**config.mk**
```make
export PLATFORM = sky130hd
export DESIGN_NAME = pipeline_hazard_ctrl
export DESIGN_NICKNAME = d
export VERILOG_FILES = /design/src/rtl/pipeline_hazard_ctrl.sv
export SDC_FILE = /design/constraint.sdc
export NUM_CORES = 1
export LEC_CHECK = 0
export ABC_AREA = 1
export CAP_MARGIN = 25
export CELL_PAD_IN_SITES_DETAIL_PLACEMENT = 1
export CELL_PAD_IN_SITES_GLOBAL_PLACEMENT = 1
export CORE_UTILIZATION = 28
export CTS_CLUSTER_SIZE = 10
export DETAILED_ROUTE_END_ITERATION = 8
export PLACE_DENSITY = 0.8
export SLEW_MARGIN = 25
export SYNTH_ARGS = -nofsm -noshare
export SYNTH_HDL_FRONTEND = slang
export SYNTH_SLANG_ARGS = --single-unit
export TNS_END_PERCENT = 100
```
**constraint.sdc**
```tcl
create_clock -name clk -period 1.6 [get_ports clk]
set_input_delay 0.32 -clock clk [delete_from_list [all_inputs] [get_ports clk]]
set_output_delay 0.32 -clock clk [all_outputs]
set_load 0.005 [all_outputs]
```
**src/rtl/pipeline_hazard_ctrl.sv**
```systemverilog
// pipeline_hazard_ctrl
// Freeze/flush sequencer for the 5-stage pipeline. It freezes the whole pipe
// during SRAM waits. It flushes IF/ID and ID/EX on taken branches, deferring
// a flush that arrives while frozen. It stalls the front end on data hazards.
// A saturating counter tracks the cycles in which the PC was held.
//
// Ports
//   clk, rst           clock (rising edge), asynchronous active-low reset
//   src1/src2, *_vld   ID-stage source operands and their use flags
//   exe_*/mem_*        destination, writeback and load info from EXE / MEM
//   fwd_en             forwarding present; only load-use hazards stall
//   branch_taken       taken branch resolved in EXE
//   mem_req/mem_ready  SRAM handshake from MEM
//   pc_freeze, if_id_freeze, if_id_flush, id_ex_flush, pipe_freeze  controls
//   stall_count        saturating count of pc_freeze cycles
module pipeline_hazard_ctrl #(
  parameter int REG_W = 4,
  parameter int CNT_W = 16
) (
  input  logic             clk,
  input  logic             rst,
  input  logic [REG_W-1:0] src1,
  input  logic [REG_W-1:0] src2,
  input  logic             src1_vld,
  input  logic             two_src,
  input  logic [REG_W-1:0] exe_dest,
  input  logic             exe_wb_en,
  input  logic             exe_mem_read,
  input  logic [REG_W-1:0] mem_dest,
  input  logic             mem_wb_en,
  input  logic             fwd_en,
  input  logic             branch_taken,
  input  logic             mem_req,
  input  logic             mem_ready,
  output logic             pc_freeze,
  output logic             if_id_freeze,
  output logic             if_id_flush,
  output logic             id_ex_flush,
  output logic             pipe_freeze,
  output logic [CNT_W-1:0] stall_count
);

  localparam logic ST_RUN      = 1'b0;
  localparam logic ST_MEM_WAIT = 1'b1;

  logic st;
  logic br_pend;
  logic mem_stall, hazard, br;
  logic exe_hit, mem_hit;

  assign mem_stall = (st == ST_RUN      && mem_req && !mem_ready) ||
                     (st == ST_MEM_WAIT && !mem_ready);

  assign exe_hit = (src1_vld && src1 == exe_dest) || (two_src && src2 == exe_dest);
  assign mem_hit = (src1_vld && src1 == mem_dest) || (two_src && src2 == mem_dest);

  // With forwarding only a load in EXE cannot be bypassed in time.
  assign hazard = fwd_en ? (exe_mem_read && exe_wb_en && exe_hit)
                         : ((exe_wb_en && exe_hit) || (mem_wb_en && mem_hit));

  assign br = branch_taken || br_pend;

  always_comb begin
    pc_freeze    = 1'b0;
    if_id_freeze = 1'b0;
    if_id_flush  = 1'b0;
    id_ex_flush  = 1'b0;
    pipe_freeze  = 1'b0;
    if (rst) begin
      if (mem_stall) begin
        pc_freeze    = 1'b1;
        if_id_freeze = 1'b1;
        pipe_freeze  = 1'b1;
      end else if (br) begin
        // The instruction in ID is squashed, so its hazard does not matter.
        if_id_flush = 1'b1;
        id_ex_flush = 1'b1;
      end else if (hazard) begin
        pc_freeze    = 1'b1;
        if_id_freeze = 1'b1;
        id_ex_flush  = 1'b1;
      end
    end
  end

  always_ff @(posedge clk or negedge rst) begin
    if (!rst) begin
      st          <= ST_RUN;
      br_pend     <= 1'b0;
      stall_count <= '0;
    end else begin
      case (st)
        ST_RUN:      if (mem_req && !mem_ready) st <= ST_MEM_WAIT;
        ST_MEM_WAIT: if (mem_ready)             st <= ST_RUN;
        default:                                st <= ST_RUN;
      endcase
      // IF/ID ignores flush while frozen. Remember the branch until the
      // first unfrozen cycle, which is also the cycle the flush goes out.
      if (branch_taken && mem_stall) br_pend <= 1'b1;
      else if (!mem_stall)           br_pend <= 1'b0;
      if (pc_freeze && stall_count != {CNT_W{1'b1}})
        stall_count <= stall_count + 1'b1;
    end
  end

endmodule

```
# [Word-level counts from Yosys, hierarchy flattened]
# Cells that the tools add are included.
[op_classes] reduce_logical=20 mux=18 n_addsub=1 eq_ne=6 n_bitwise=1
[op_table] op="2-to-1 mux 1 bit" n=17
[op_table] op="adder 16 x 1 -> 16 bit (second input constant)" n=1
[op_table] op="equality test 4 bit" n=4
[op_table] op="!= test 16 bit (second input constant)" n=1
[op_table] op="logical AND 1 bit" n=14
[op_table] op="logical OR 1 bit" n=5
[op_table] op="!= test 2 x 1 -> 1 bit (second input constant)" n=1
[op_table] op="one-hot mux 1 bit (2 select lines)" n=1
[op_table] op="logical NOT 1 bit" n=1
[op_table] op="NOT 1 bit" n=1
[word_totals] ff_bits=18 elab_cells=49 output_inout_bits=21

# [Depth between registers and ports, before layout]
[logic_depth] ltp_word=11 mapped_depth=14

# [Least setup slack after synthesis]
# No wires, ideal clock.
[synth_path] path_type="register to register" startpoint="reg stall_count[0]" endpoint="reg stall_count[10]" setup_slack_ns=-0.003 required_ns=1.483 stages_incl_launch_ff=10 period_less_slack_ns=1.603 arrival_ns=1.486 cell_sequence="dfrtp_1 ha_1 nand3_2 nor2_4 nand2_2 nor2_4 nand3_4 buf_2 nand3_1 nand2_1"
[synth_via] elab_chain_len=2 word_cells_on_any_way=3
[synth_rtl] element="start, declared" line_no="40" rtl="output logic [CNT_W-1:0] stall_count"
[synth_rtl] element="start signal, assigned" line_no="102" rtl="stall_count <= stall_count + 1'b1;"
[synth_rtl] element="parallel branches: the longest is 2 deep, another holds adder 16 x 1 -> 16 bit"
# Parallel ways; which one is timed is not known.
# A chain may end at the register's enable or synchronous reset.

# [Worst setup path in the final report]
[layout_path] startpoint="reg stall_count[3]" endpoint="out stall_count[3]"
# No word-level cell between the ends.

==> impl_metrics.xml <==
<?xml version="1.0" encoding="UTF-8"?>
<metrics>
  <group name="clocking">
    <metric name="htreeDepth" unit="">1</metric>
    <metric name="clock-sinks" unit="">18</metric>
    <metric name="ctsHoldBuffers" unit="">0</metric>
    <metric name="cts_buffers" unit="">3</metric>
    <metric name="clkLatencyLatePin" unit="ps">270</metric>
    <metric name="clk_root_buffer_cell" unit="">clkbuf_8</metric>
    <metric name="cts_tree" unit="">built</metric>
    <metric name="cts-root-to-sink-buffers" unit="">2</metric>
    <metric name="cts.clk_slew.worst_paths" unit="ps">80</metric>
  </group>
  <group name="timing">
    <metric name="final_period_minus_worst_setup_slack" unit="ps">1580</metric>
    <metric name="final-setup-viol-count" unit="">0</metric>
    <metric name="report.final.hold_viol_count" unit="">0</metric>
    <metric name="timing.slew.headroom" unit="%">83.9</metric>
    <metric name="fin_skew" unit="ps">7.34</metric>
    <metric name="rsz0062_at_grt" unit="">true</metric>
    <metric name="final.period_utilization" unit="%">98.8</metric>
    <metric name="timing_max_transition_violations_final" unit="">0</metric>
    <metric name="post-route-worst-setup-slack" unit="ps">19.9</metric>
    <metric name="fmax" unit="GHz">0.633</metric>
    <metric name="setup-tns-final" unit="ps">0</metric>
    <metric name="worst-slew-pin-transition" unit="ps">239</metric>
  </group>
  <group name="place">
    <metric name="dp.cells" unit="">351</metric>
    <metric name="hpwlAfterDp" unit="um">3610</metric>
    <metric name="place_area" unit="um2">2140</metric>
    <metric name="post-place-ws" unit="ps">-785</metric>
    <metric name="place_congestion" unit="">0.766</metric>
    <metric name="port_buffers" unit="">47</metric>
  </group>
  <group name="floorplanning">
    <metric name="design.core.area" unit="um2">4790</metric>
    <metric name="placementRows" unit="">25</metric>
    <metric name="design.portCount" unit="">48</metric>
    <metric name="die_width" unit="um">73.2</metric>
    <metric name="initial_standard_cell_utilization_of_the_core" unit="%">29.6</metric>
    <metric name="die_area" unit="um2">5350</metric>
    <metric name="fp.dieH" unit="um">73.2</metric>
  </group>
  <group name="route">
    <metric name="vias_per_cell" unit="">4.58</metric>
    <metric name="post-route-drc-count" unit="">0</metric>
    <metric name="drt_pass1_iterations" unit="">4</metric>
    <metric name="drtAntennaViolNets" unit="">0</metric>
    <metric name="route.final.wire_length" unit="um">5100</metric>
    <metric name="drt_iter0_markers" unit="">48</metric>
    <metric name="detail_route.wl_per_cell" unit="um">14.1</metric>
    <metric name="routed-via-count" unit="">1664</metric>
  </group>
  <group name="yosys">
    <metric name="synthDistinctLibCells" unit="">23</metric>
    <metric name="mappedNetlistArea" unit="um2">1420</metric>
    <metric name="synth-seq-cells" unit="">18</metric>
    <metric name="netlist.area_leader.share" unit="%">31.8</metric>
    <metric name="synth-edff-count" unit="">0</metric>
    <metric name="ys_top_cells_by_count" unit="">nand2_1, inv_1, nor2_1</metric>
    <metric name="yosysWarnings" unit="">0</metric>
    <metric name="synth_area_leaders" unit="">dfrtp_1, nand2_1, nand3_1</metric>
    <metric name="synth-seq-area-share" unit="%">31.8</metric>
    <metric name="syn-mean-instance-area" unit="um2">6.56</metric>
    <metric name="synth_cells" unit="">216</metric>
    <metric name="postSynth.asyncResetShare" unit="%">100</metric>
    <metric name="postSynthNetCount" unit="">244</metric>
    <metric name="yosys.area.top_type" unit="">dfrtp_1</metric>
    <metric name="postSynth.topFlopCell" unit="">dfrtp_1</metric>
    <metric name="post-synth-top-count-cell" unit="">nand2_1</metric>
  </group>
  <group name="power">
    <metric name="cellInternalPower" unit="mW">1.05</metric>
    <metric name="static-leakage-power" unit="nW">1.25</metric>
    <metric name="combinationalPowerShare" unit="%">39.5</metric>
    <metric name="seqPwrFrac" unit="%">34.8</metric>
    <metric name="power.density_cell_area" unit="nW/um2">656</metric>
    <metric name="p_clk_share" unit="%">25.7</metric>
    <metric name="peakVddDrop" unit="uV">521</metric>
    <metric name="netSwitchingPower" unit="uW">482</metric>
    <metric name="p_sw_share" unit="%">31.4</metric>
  </group>
  <group name="worst_setup_path">
    <metric name="critical_path.slowest_cell" unit="">clkdlybuf4s50_1</metric>
    <metric name="list_of_cells_traversed_by_the_critical_path" unit="">buf_4, clkdlybuf4s50_1</metric>
    <metric name="crit-reg2reg-launch" unit="">stall_count[0]</metric>
    <metric name="worst-r2r-cell-count" unit="">9</metric>
    <metric name="cpPeakStageDelay" unit="ps">490</metric>
    <metric name="worst_path_dominant_cell_family" unit="">buffers and inverters</metric>
    <metric name="critPathCaptureType" unit="">output pin</metric>
    <metric name="critPathBufInv" unit="">2</metric>
    <metric name="critPathKind" unit="">reg -&gt; out</metric>
    <metric name="setup.reg_to_reg.worst_slack" unit="ps">40</metric>
    <metric name="cp_max_fo" unit="">4</metric>
    <metric name="critical_path.startpoint_type" unit="">flip-flop</metric>
    <metric name="worstReg2RegEnd" unit="">stall_count[7]</metric>
    <metric name="timing.critical_path.arrival" unit="ps">1260</metric>
    <metric name="critPathRequiredTime" unit="ps">1280</metric>
  </group>
  <group name="final_layout">
    <metric name="final_cell_count_no_fill" unit="">363</metric>
    <metric name="fraction_of_layout_cells_with_a_size_suffix_above_1" unit="%">34.8</metric>
    <metric name="areaGrowthSynthToFinish" unit="%">65.0</metric>
    <metric name="final_core_util" unit="%">48.9</metric>
    <metric name="finalInstanceArea" unit="um2">2340</metric>
    <metric name="final_nets" unit="">325</metric>
    <metric name="num_antenna_cells" unit="">0</metric>
  </group>
  <group name="run">
    <metric name="max-cap-violations" unit="">0</metric>
  </group>
  <group name="global_routing">
    <metric name="grt_start_max_net_pins" unit="">19</metric>
    <metric name="grt_pass1_wl" unit="um">8050</metric>
    <metric name="number_of_antenna_violations_at_the_first_check_in_global_routing" unit="">0</metric>
    <metric name="grt_use_total" unit="%">19.6</metric>
    <metric name="globalRoute.totalOverflow" unit="">0</metric>
    <metric name="first_global_vias" unit="">1722</metric>
  </group>
  <group name="min_path">
    <metric name="holdCritPathClass" unit="">in -&gt; async</metric>
  </group>
  <group name="status">
    <metric name="status" unit="">finished clean</metric>
  </group>
</metrics>
[worst register-to-register path, cell delays in order (launching register included)]
cell and delay [ps]:
dfrtp_1 360, ha_2 190, nand3_2 110, nor2_4 120, nand2_2 80, nor2_4 120, nand3_4 140, buf_12 180
nand3_1 90, nand2_1 60
[layer usage]
metal	wire length, um	up-vias	part of all wire, %	GRT usage, %
met1	2160	805	42	23.4
met5	0	-	0	0
li1	-	823	-	-
met3	204	5	4.0	3.45
met2	2700	31	53	35.7
met4	41	0	0.80	5.45
[cell type report]
cell class | instances | area, um2
tap | 67 | 83.8
clock buffer | 4 | 55.1
timing repair buffer | 80 | 703
inverter | 27 | 104
sequential | 18 | 453
fill | 616 | 2450
multi-input combinational | 167 | 941
[worst max-delay path by stage]
| stage | startpoint | end | cells past startpoint |
|---|---|---|---|
| 3_3_place_gp | src2[1] | if_id_freeze | 12 |
| 2_1_floorplan | stall_count[0] | stall_count[10] | 9 |
| 5_1_grt | stall_count[0] | stall_count[2] | 9 |
| 4_1_cts | stall_count[12] | stall_count[12] | 1 |
| 3_5_place_dp | src2[1] | pc_freeze | 12 |
| 6_report | stall_count[3] | stall_count[3] | 2 |
[flip-flops by register name, summed over array words and instances (netlist names)]
signal / cells
stall_count: 16
br_pend: 1
st: 1
[power by group through the flow]
stage | registers [mW] | logic [mW] | clock network [mW]
finish | 0.535 | 0.606 | 0.394
CTS | 0.532 | 0.564 | 0.402
global route | 0.540 | 0.672 | 0.421
floorplan | 0.578 | 0.183 | 0
global placement | 0.543 | 0.538 | 0
detailed placement | 0.546 | 0.549 | 0
[kinds of logic after synthesis]
kind of cell    synth area share (%)
flops                           31.8
buf+inv                         9.36
compound gates                 0.530
simple gates                    47.0
xor+xnor                        10.5
fa+ha+maj                      0.882
[cells in the final DEF, fill, tap and decap left out, drive strengths merged]
cell,count
nand2,84
buf,53
nor2,27
inv,27
nand3,26
dfrtp,18
clkdlybuf4s50,14
xor2,10
dlygate4sd2,7
xnor2,7
clkbuf,7
nor3,5
nand4,4
dlymetal6s2s,3
a21boi,1
nand3b,1
nor4,1
ha,1
[what timing repair did]
action / in CTS / in global routing
endpoints found under the setup margin: 25 / 27
pin swaps: 22 / 27
buffers inserted: 4 / 4
gates resized for setup: 110 / 51
[through the flow]
step                      total power, mW  hold WS (ps)
after floorplan                     0.761          24.4
after global placement               1.08           504
after detailed placement             1.10           545
after CTS                            1.50           190
after global routing                 1.63           194
final                                1.53           179
Power figures use the tool's default switching activity.
